## config.mk

```make
export PLATFORM = sky130hd
export DESIGN_NAME = mc_controller
export DESIGN_NICKNAME = d
export VERILOG_FILES = /design/src/rtl/mc_controller_pkg.sv /design/src/rtl/mc_controller_aludec.sv /design/src/rtl/mc_controller.sv
export SDC_FILE = /design/constraint.sdc
export NUM_CORES = 1
export LEC_CHECK = 0
export BUFFER_PORTS_ARGS = -buffer_cell sky130_fd_sc_hd__buf_2
export CAP_MARGIN = 20
export CORE_MARGIN = 2
export CORE_UTILIZATION = 44
export DETAILED_ROUTE_END_ITERATION = 10
export PLACE_DENSITY_LB_ADDON = 0.25
export SYNTH_ARGS = -nofsm -noshare
export SYNTH_HDL_FRONTEND = slang
export SYNTH_SLANG_ARGS = --single-unit
```

## constraint.sdc

```tcl
create_clock -name clk -period 1.7 [get_ports clk]
set_input_delay 0.085 -clock clk [delete_from_list [all_inputs] [get_ports clk]]
set_output_delay 0.085 -clock clk [all_outputs]
set_load 0.05 [all_outputs]
```

## src/rtl/mc_controller_pkg.sv

```systemverilog
// Shared definitions for the multicycle MIPS controller: state codes, opcode/funct
// constants and ALU control codes.
package mc_controller_pkg;

  typedef enum logic [3:0] {
    S_FETCH    = 4'd0,
    S_DECODE   = 4'd1,
    S_MEMADR   = 4'd2,
    S_MEMRD    = 4'd3,
    S_MEMWB    = 4'd4,
    S_MEMWR    = 4'd5,
    S_EXECUTE  = 4'd6,
    S_ALUWB    = 4'd7,
    S_BRANCH   = 4'd8,
    S_ADDIEXEC = 4'd9,
    S_ADDIWB   = 4'd10,
    S_JUMP     = 4'd11
  } state_t;

  localparam logic [5:0] OP_RTYPE = 6'b000000;
  localparam logic [5:0] OP_LW    = 6'b100011;
  localparam logic [5:0] OP_SW    = 6'b101011;
  localparam logic [5:0] OP_BEQ   = 6'b000100;
  localparam logic [5:0] OP_BNE   = 6'b000101;
  localparam logic [5:0] OP_ADDI  = 6'b001000;
  localparam logic [5:0] OP_J     = 6'b000010;

  localparam logic [5:0] F_ADD = 6'b100000;
  localparam logic [5:0] F_SUB = 6'b100010;
  localparam logic [5:0] F_AND = 6'b100100;
  localparam logic [5:0] F_OR  = 6'b100101;
  localparam logic [5:0] F_SLT = 6'b101010;

  localparam logic [2:0] ALU_ADD = 3'b010;
  localparam logic [2:0] ALU_SUB = 3'b110;
  localparam logic [2:0] ALU_AND = 3'b000;
  localparam logic [2:0] ALU_OR  = 3'b001;
  localparam logic [2:0] ALU_SLT = 3'b111;

endpackage

```

## src/rtl/mc_controller_aludec.sv

```systemverilog
// R-type ALU decoder: funct -> ALU control code plus a legality flag.
module mc_aludec
  import mc_controller_pkg::*;
(
  input  logic [5:0] funct_i,
  output logic [2:0] alucontrol_o,
  output logic       funct_legal_o
);

  always_comb begin
    alucontrol_o  = ALU_ADD;
    funct_legal_o = 1'b1;
    case (funct_i)
      F_ADD:   alucontrol_o = ALU_ADD;
      F_SUB:   alucontrol_o = ALU_SUB;
      F_AND:   alucontrol_o = ALU_AND;
      F_OR:    alucontrol_o = ALU_OR;
      F_SLT:   alucontrol_o = ALU_SLT;
      default: funct_legal_o = 1'b0;
    endcase
  end

endmodule

```

## src/rtl/mc_controller.sv

```systemverilog
// Multicycle MIPS control FSM with a stallable unified memory handshake and optional
// access timeout. Define MCCTRL_BNE_EN to decode bne as a branch.
module mc_controller
  import mc_controller_pkg::*;
#(
  parameter int MEM_TIMEOUT = 0,
  parameter int TO_W        = 8
) (
  input  logic       clk,
  input  logic       reset,
  input  logic [5:0] op,
  input  logic [5:0] funct,
  input  logic       zero,
  input  logic       mem_ready,
  output logic       memread,
  output logic       memwrite,
  output logic       iord,
  output logic       irwrite,
  output logic       pcen,
  output logic [1:0] pcsrc,
  output logic       alusrca,
  output logic [1:0] alusrcb,
  output logic [2:0] alucontrol,
  output logic       regdst,
  output logic       memtoreg,
  output logic       regwrite,
  output logic       illegal,
  output logic       mem_err,
  output logic [3:0] state
);

  state_t          state_q, state_d;
  logic [TO_W-1:0] cnt_q, cnt_d;
  logic            waiting, timeout;
  logic [2:0]      rtype_alu;
  logic            funct_legal;
  logic            bne_hit;

  mc_aludec u_aludec (
    .funct_i       (funct),
    .alucontrol_o  (rtype_alu),
    .funct_legal_o (funct_legal)
  );

`ifdef MCCTRL_BNE_EN
  assign bne_hit = (op == OP_BNE);
`else
  assign bne_hit = 1'b0;
`endif

  always_ff @(posedge clk or negedge reset) begin
    if (!reset) begin
      state_q <= S_FETCH;
      cnt_q   <= '0;
    end else begin
      state_q <= state_d;
      cnt_q   <= cnt_d;
    end
  end

  assign waiting = ((state_q == S_FETCH) || (state_q == S_MEMRD) || (state_q == S_MEMWR))
                   && !mem_ready;
  assign timeout = (MEM_TIMEOUT != 0) && waiting && (cnt_q == TO_W'(MEM_TIMEOUT - 1));
  assign state   = state_q;

  always_comb begin
    state_d    = state_q;
    memread    = 1'b0;
    memwrite   = 1'b0;
    iord       = 1'b0;
    irwrite    = 1'b0;
    pcen       = 1'b0;
    pcsrc      = 2'b00;
    alusrca    = 1'b0;
    alusrcb    = 2'b00;
    alucontrol = ALU_ADD;
    regdst     = 1'b0;
    memtoreg   = 1'b0;
    regwrite   = 1'b0;
    illegal    = 1'b0;
    mem_err    = timeout;
    case (state_q)
      S_FETCH: begin
        memread = 1'b1;
        alusrcb = 2'b01;
        irwrite = mem_ready;
        pcen    = mem_ready;
        if (mem_ready) state_d = S_DECODE;
      end
      S_DECODE: begin
        alusrcb = 2'b11;
        case (op)
          OP_LW, OP_SW: state_d = S_MEMADR;
          OP_RTYPE: begin
            if (funct_legal) state_d = S_EXECUTE;
            else begin
              illegal = 1'b1;
              state_d = S_FETCH;
            end
          end
          OP_BEQ:  state_d = S_BRANCH;
          OP_ADDI: state_d = S_ADDIEXEC;
          OP_J:    state_d = S_JUMP;
          default: begin
            if (bne_hit) state_d = S_BRANCH;
            else begin
              illegal = 1'b1;
              state_d = S_FETCH;
            end
          end
        endcase
      end
      S_MEMADR: begin
        alusrca = 1'b1;
        alusrcb = 2'b10;
        state_d = (op == OP_LW) ? S_MEMRD : S_MEMWR;
      end
      S_MEMRD: begin
        iord    = 1'b1;
        memread = 1'b1;
        if (mem_ready) state_d = S_MEMWB;
      end
      S_MEMWB: begin
        memtoreg = 1'b1;
        regwrite = 1'b1;
        state_d  = S_FETCH;
      end
      S_MEMWR: begin
        iord     = 1'b1;
        memwrite = 1'b1;
        if (mem_ready) state_d = S_FETCH;
      end
      S_EXECUTE: begin
        alusrca    = 1'b1;
        alucontrol = rtype_alu;
        state_d    = S_ALUWB;
      end
      S_ALUWB: begin
        regdst   = 1'b1;
        regwrite = 1'b1;
        state_d  = S_FETCH;
      end
      S_BRANCH: begin
        alusrca    = 1'b1;
        alucontrol = ALU_SUB;
        pcsrc      = 2'b01;
        pcen       = bne_hit ? ~zero : zero;
        state_d    = S_FETCH;
      end
      S_ADDIEXEC: begin
        alusrca = 1'b1;
        alusrcb = 2'b10;
        state_d = S_ADDIWB;
      end
      S_ADDIWB: begin
        regwrite = 1'b1;
        state_d  = S_FETCH;
      end
      S_JUMP: begin
        pcsrc   = 2'b10;
        pcen    = 1'b1;
        state_d = S_FETCH;
      end
      default: state_d = S_FETCH;
    endcase

    // A timed-out access abandons the instruction (or restarts the fetch).
    if (timeout) state_d = S_FETCH;

    cnt_d = cnt_q;
    if ((state_d != state_q) || timeout) cnt_d = '0;
    else if (waiting)                    cnt_d = cnt_q + 1'b1;

    if (!reset) begin
      memread    = 1'b0;
      memwrite   = 1'b0;
      iord       = 1'b0;
      irwrite    = 1'b0;
      pcen       = 1'b0;
      pcsrc      = 2'b00;
      alusrca    = 1'b0;
      alusrcb    = 2'b00;
      alucontrol = 3'b000;
      regdst     = 1'b0;
      memtoreg   = 1'b0;
      regwrite   = 1'b0;
      illegal    = 1'b0;
      mem_err    = 1'b0;
    end
  end

endmodule

```

# Yosys cells after proc, flatten, opt, wreduce, memory -nomap -nowiden

Cells that the tools add are included.

Equality and inequality tests: 24
Muxes and demuxes: 37
Reduce and logical (&&, ||, !) cells: 11

Operator list:

| cell                 | number |
|---|---|
| $eq A6 B6 Y1 const B | 7 |
| $pmux W4 S7          | 1 |
| $mux W1              | 21 |
| $pmux W4 S5          | 1 |
| $eq A4 B3 Y1 const B | 4 |
| $eq A4 B4 Y1 const B | 4 |
| $mux W4              | 3 |
| $pmux W3 S4          | 1 |
| $reduce_or A5 Y1     | 2 |
| $mux W3              | 3 |
| $eq A4 B2 Y1 const B | 2 |
| $reduce_or A2 Y1     | 4 |
| $eq A6 B2 Y1 const B | 1 |
| $eq A6 B3 Y1 const B | 1 |
| $eq A6 B4 Y1 const B | 1 |
| $logic_not A6 Y1     | 1 |
| $ne A2 B2 Y1 const B | 3 |
| $pmux W2 S3          | 1 |
| $pmux W3 S2          | 1 |
| $eq A4 B1 Y1 const B | 1 |
| $logic_not A4 Y1     | 1 |
| $mux W2              | 2 |
| $pmux W2 S2          | 1 |
| $reduce_or A4 Y1     | 1 |
| other kinds (4)      | 4 |

Bits in registers: 4
Input bits: 16
Output and inout port bits: 22
Word-level logic and storage cells: 73

# Depth between registers and ports, before layout

Depth after elaboration: 7
Mapped depth: 5
Gate-level depth less buffers: 4

# Hierarchy

Synthesis repeated with hierarchy kept, for this count alone.

Cells, all modules: 93
Area, all modules: 634.4 um^2

By module, submodules not included:

| module        | instances | cells an instance | area an instance (um^2) | sequential area each (um^2) |
|---|---|---|---|---|
| mc_controller | 1         | 84                | 548.0                   | 100.1 |
| mc_aludec     | 1         | 9                 | 86.3                    | 0.0 |

# Least setup slack after synthesis

No wires, ideal clock.

Kind: register -> output
From: register state_q[3] (netlist: state[3])
To: output port alucontrol[2]
Data arrival time: 2.743 ns
Data required time: 1.615 ns
Setup slack: -1.128 ns
Cell stages (with the launch flop): 5
Buffers on the path: 1
Cells stage by stage: dfrtp_1 > buf_2 > nand3_1 > nor3_1 > o21bai_1

Longest elaborated chain between the ends: 3
Elaborated cells between the ends (all ways): 4
Classes of those cells: eq/ne (2); mux (2)

RTL lines:

| what                                         | line                 | source |
|---|---|---|
| from (decl)                                  | mc_controller.sv:32  | `state_t state_q, state_d;` |
| from (signal assigned)                       | mc_controller.sv:56  | `state_q <= state_d;` |
| $eq A4 B4 Y1 or $eq A4 B3 Y1 (tied branches) | mc_controller.sv:82  | `case (state_q)` |
| $pmux W3 S2 *                                | mc_controller.sv:82  |  |
| $mux W3 *                                    | mc_controller.sv:174 | `if (!reset) begin` |
| to (decl)                                    | mc_controller.sv:23  | `output logic [2:0] alucontrol,` |

Mark *: on every way between the ends. The rest lies on a longest branch, timed or not.

# Worst setup path in the final report

Ends and elaborated chain as after synthesis.

==> impl_metrics.tcl <==
set metrics [dict create \
    hold_violations 0 \
    areaGrowthSynthToFinish_pct 55.56 \
    crit_arrival_ns 1.59 \
    cts_sinks 4 \
    antenna_found_initial 0 \
    end_kind "output pin" \
    vdd_ir_drop_max_mv 0.3882 \
    synth_edf_count 0 \
    yosys_warnings 0 \
    crit_start "state[3]$_DFFE_PN0P_" \
    path_clk_slew_ns 0.05 \
    cts_htree_levels 1 \
    power.leakage_nw 0.4975 \
    syn_inst 104 \
    ioPinCount 38 \
    path_max_fanout 2 \
    post-route-period-util_pct 98.77 \
    cts_tree "done" \
    grt_usage_pct 25.33 \
    rows 14 \
    r2r-start "state[1]$_DFFE_PN0P_" \
    num_vias 949 \
    drtPass1Iterations 4 \
    ys.flop_type "dfrtp_1" \
    hold_path.class "in2reg" \
    maxCapViolCount 0 \
    gr-total-overflow 0 \
    clockRootBuffer "clkbuf_4" \
    power.total_mw 0.5790 \
    grt_pass1_vias 868 \
    r2r_setup_slack_ns 0.22 \
    largest_register_ffs 4 \
    design.final.nets 164 \
    yosysUniqueCellTypes 38 \
    n_antenna_cell 0 \
    die_area_um2 1978 \
    grt_max_degree 15 \
    crit_type "reg2out" \
    drc 0 \
    layout-drive-gt1-share_pct 54.42 \
    fmax_mhz 595.5 \
    finalWeightedCongestion 0.8139 \
    start_util_pct 47.29 \
    dp_slack_ns 0.1264 \
    setup_viol 0 \
    hold_slack_ns 0.08688 \
    min_from "op[4]" \
    rsz0062_at_grt "yes" \
    clock_latency_ns 0.24 \
    period_minus_slack_ns 1.679 \
    dp_hpwl_um 1724 \
    p_per_area_nw_per_um2 516.4 \
    ys_ff_latch 4 \
    chipHeight_um 44.47 \
    clk_path_buf_depth 2 \
    drt_wl_total_um 2287 \
    final_common_cell "buf_2" \
    cts_made_buffers 3 \
    seq_area_frac_synth_pct 13.89 \
    cp.required_ns 1.62 \
    final_cell_mix "buf_2 (30), buf_4 (11), nor2_1 (10), o21ai_0 (7)" \
    port-buffer-count 36 \
    first_iter_violations 22 \
    drv_slew 0 \
    syn_avg_cell_area_um2 6.930 \
    startpoint_type "register" \
    worst_slack_ns 0.02083 \
    core_area_um2 1524 \
    synth_nets 120 \
    wl_per_cell_um 14.03 \
    synthesis.area_um2 720.7 \
    status "complete, no violations" \
    die_x_um 44.47 \
    ant_nets 0 \
    grt_pass1_wl_um 3788 \
    fin_skew_ns 0.008477 \
    ys_async_sr_fraction_pct 100.0 \
    vias_per_cell 5.822 \
]
==> cell type report <==
type,count,area (µm²)
Inverter,4,17.52
Sequential cell,4,103.9
Tap cell,16,20.02
Timing Repair Buffer,48,297.8
Fill cell,137,402.9
Clock buffer,4,26.28
Multi-Input combinational cell,87,655.6
==> stage by stage <==
stage / utilization [%] / TNS (ns) / area, µm² / std cells
after floorplan: - / -0.3677 / 814.5 / 104
after global placement: 66.83 / 0 / 1018 / 156
after detailed placement: 66.83 / 0 / 1018 / 156
after CTS: 71.26 / 0 / 1086 / 162
after global routing: 73.56 / -0.04179 / 1121 / 163
final: 73.56 / 0 / 1121 / 163
==> cell families (layout without fill, tap and decap cells) <==
logic type | Yosys count | after routing | synth area share [%]
flops | 4 | 4 | 13.89
buf+inv | 13 | 56 | 9.027
simple gates | 54 | 54 | 40.97
other cells | 1 | 1 | 0.5203
compound gates | 28 | 28 | 30.38
fa+ha+maj | 1 | 1 | 1.562
xor+xnor | 3 | 3 | 3.646
==> per-layer routing <==
metal	track usage [%]	wire, µm
met2	42.90	1170
met1	34.48	1000
met4	5.455	19
met5	0	0
met3	2.449	97
==> critical path: stages (launching register included) <==
cell and delay, ns:
dfrtp_2 0.39, and2b_1 0.21, nand2_2 0.06, or3_4 0.37
o21bai_4 0.15, buf_6 0.17
==> path summary, 6_finish.rpt <==
| check | end | cells after the start |
|---|---|---|
| max in group asynchronous | state[2]$_DFFE_PN0P_ | 3 |
| setup reg to reg | state[1]$_DFFE_PN0P_ | 5 |
| setup / recovery | alucontrol[2] | 5 |
| hold reg to reg | state[1]$_DFFE_PN0P_ | 3 |
| min in group asynchronous | state[1]$_DFFE_PN0P_ | 2 |
| hold / removal | state[1]$_DFFE_PN0P_ | 2 |
==> power by group <==
part | internal (mW) | switching, mW
Clock | 0.0888 | 0.0496
Combinational | 0.109 | 0.224
Sequential | 0.102 | 0.00576
Total | 0.300 | 0.279
==> Yosys cell counts (all sizes together) (2+ instances only) <==
| cell | n | area [µm²] |
|---|---|---|
| nor2 | 14 | 52.55 |
| nor3 | 9 | 45.04 |
| o21ai | 8 | 40.04 |
| buf | 7 | 42.54 |
| nand2 | 7 | 26.28 |
| nor2b | 6 | 37.54 |
| a21oi | 5 | 25.02 |
| a31oi | 4 | 25.02 |
| dfrtp | 4 | 100.1 |
| inv | 4 | 15.01 |
| nand2b | 4 | 25.02 |
| nand3 | 4 | 20.02 |
| and3 | 2 | 12.51 |
| clkbuf | 2 | 7.510 |
| nand4 | 2 | 12.51 |
| or3 | 2 | 17.52 |
| or3b | 2 | 17.52 |
| xor2 | 2 | 17.52 |
==> timing repair <==
item	CTS	global route
endpoints found under the setup margin	4	6
buffers inserted	0	1
resized for setup	6	8
pin swaps	0	1
hold endpoints to repair	4	0
hold buffers	2	0
(Power assumes the default switching activity.)
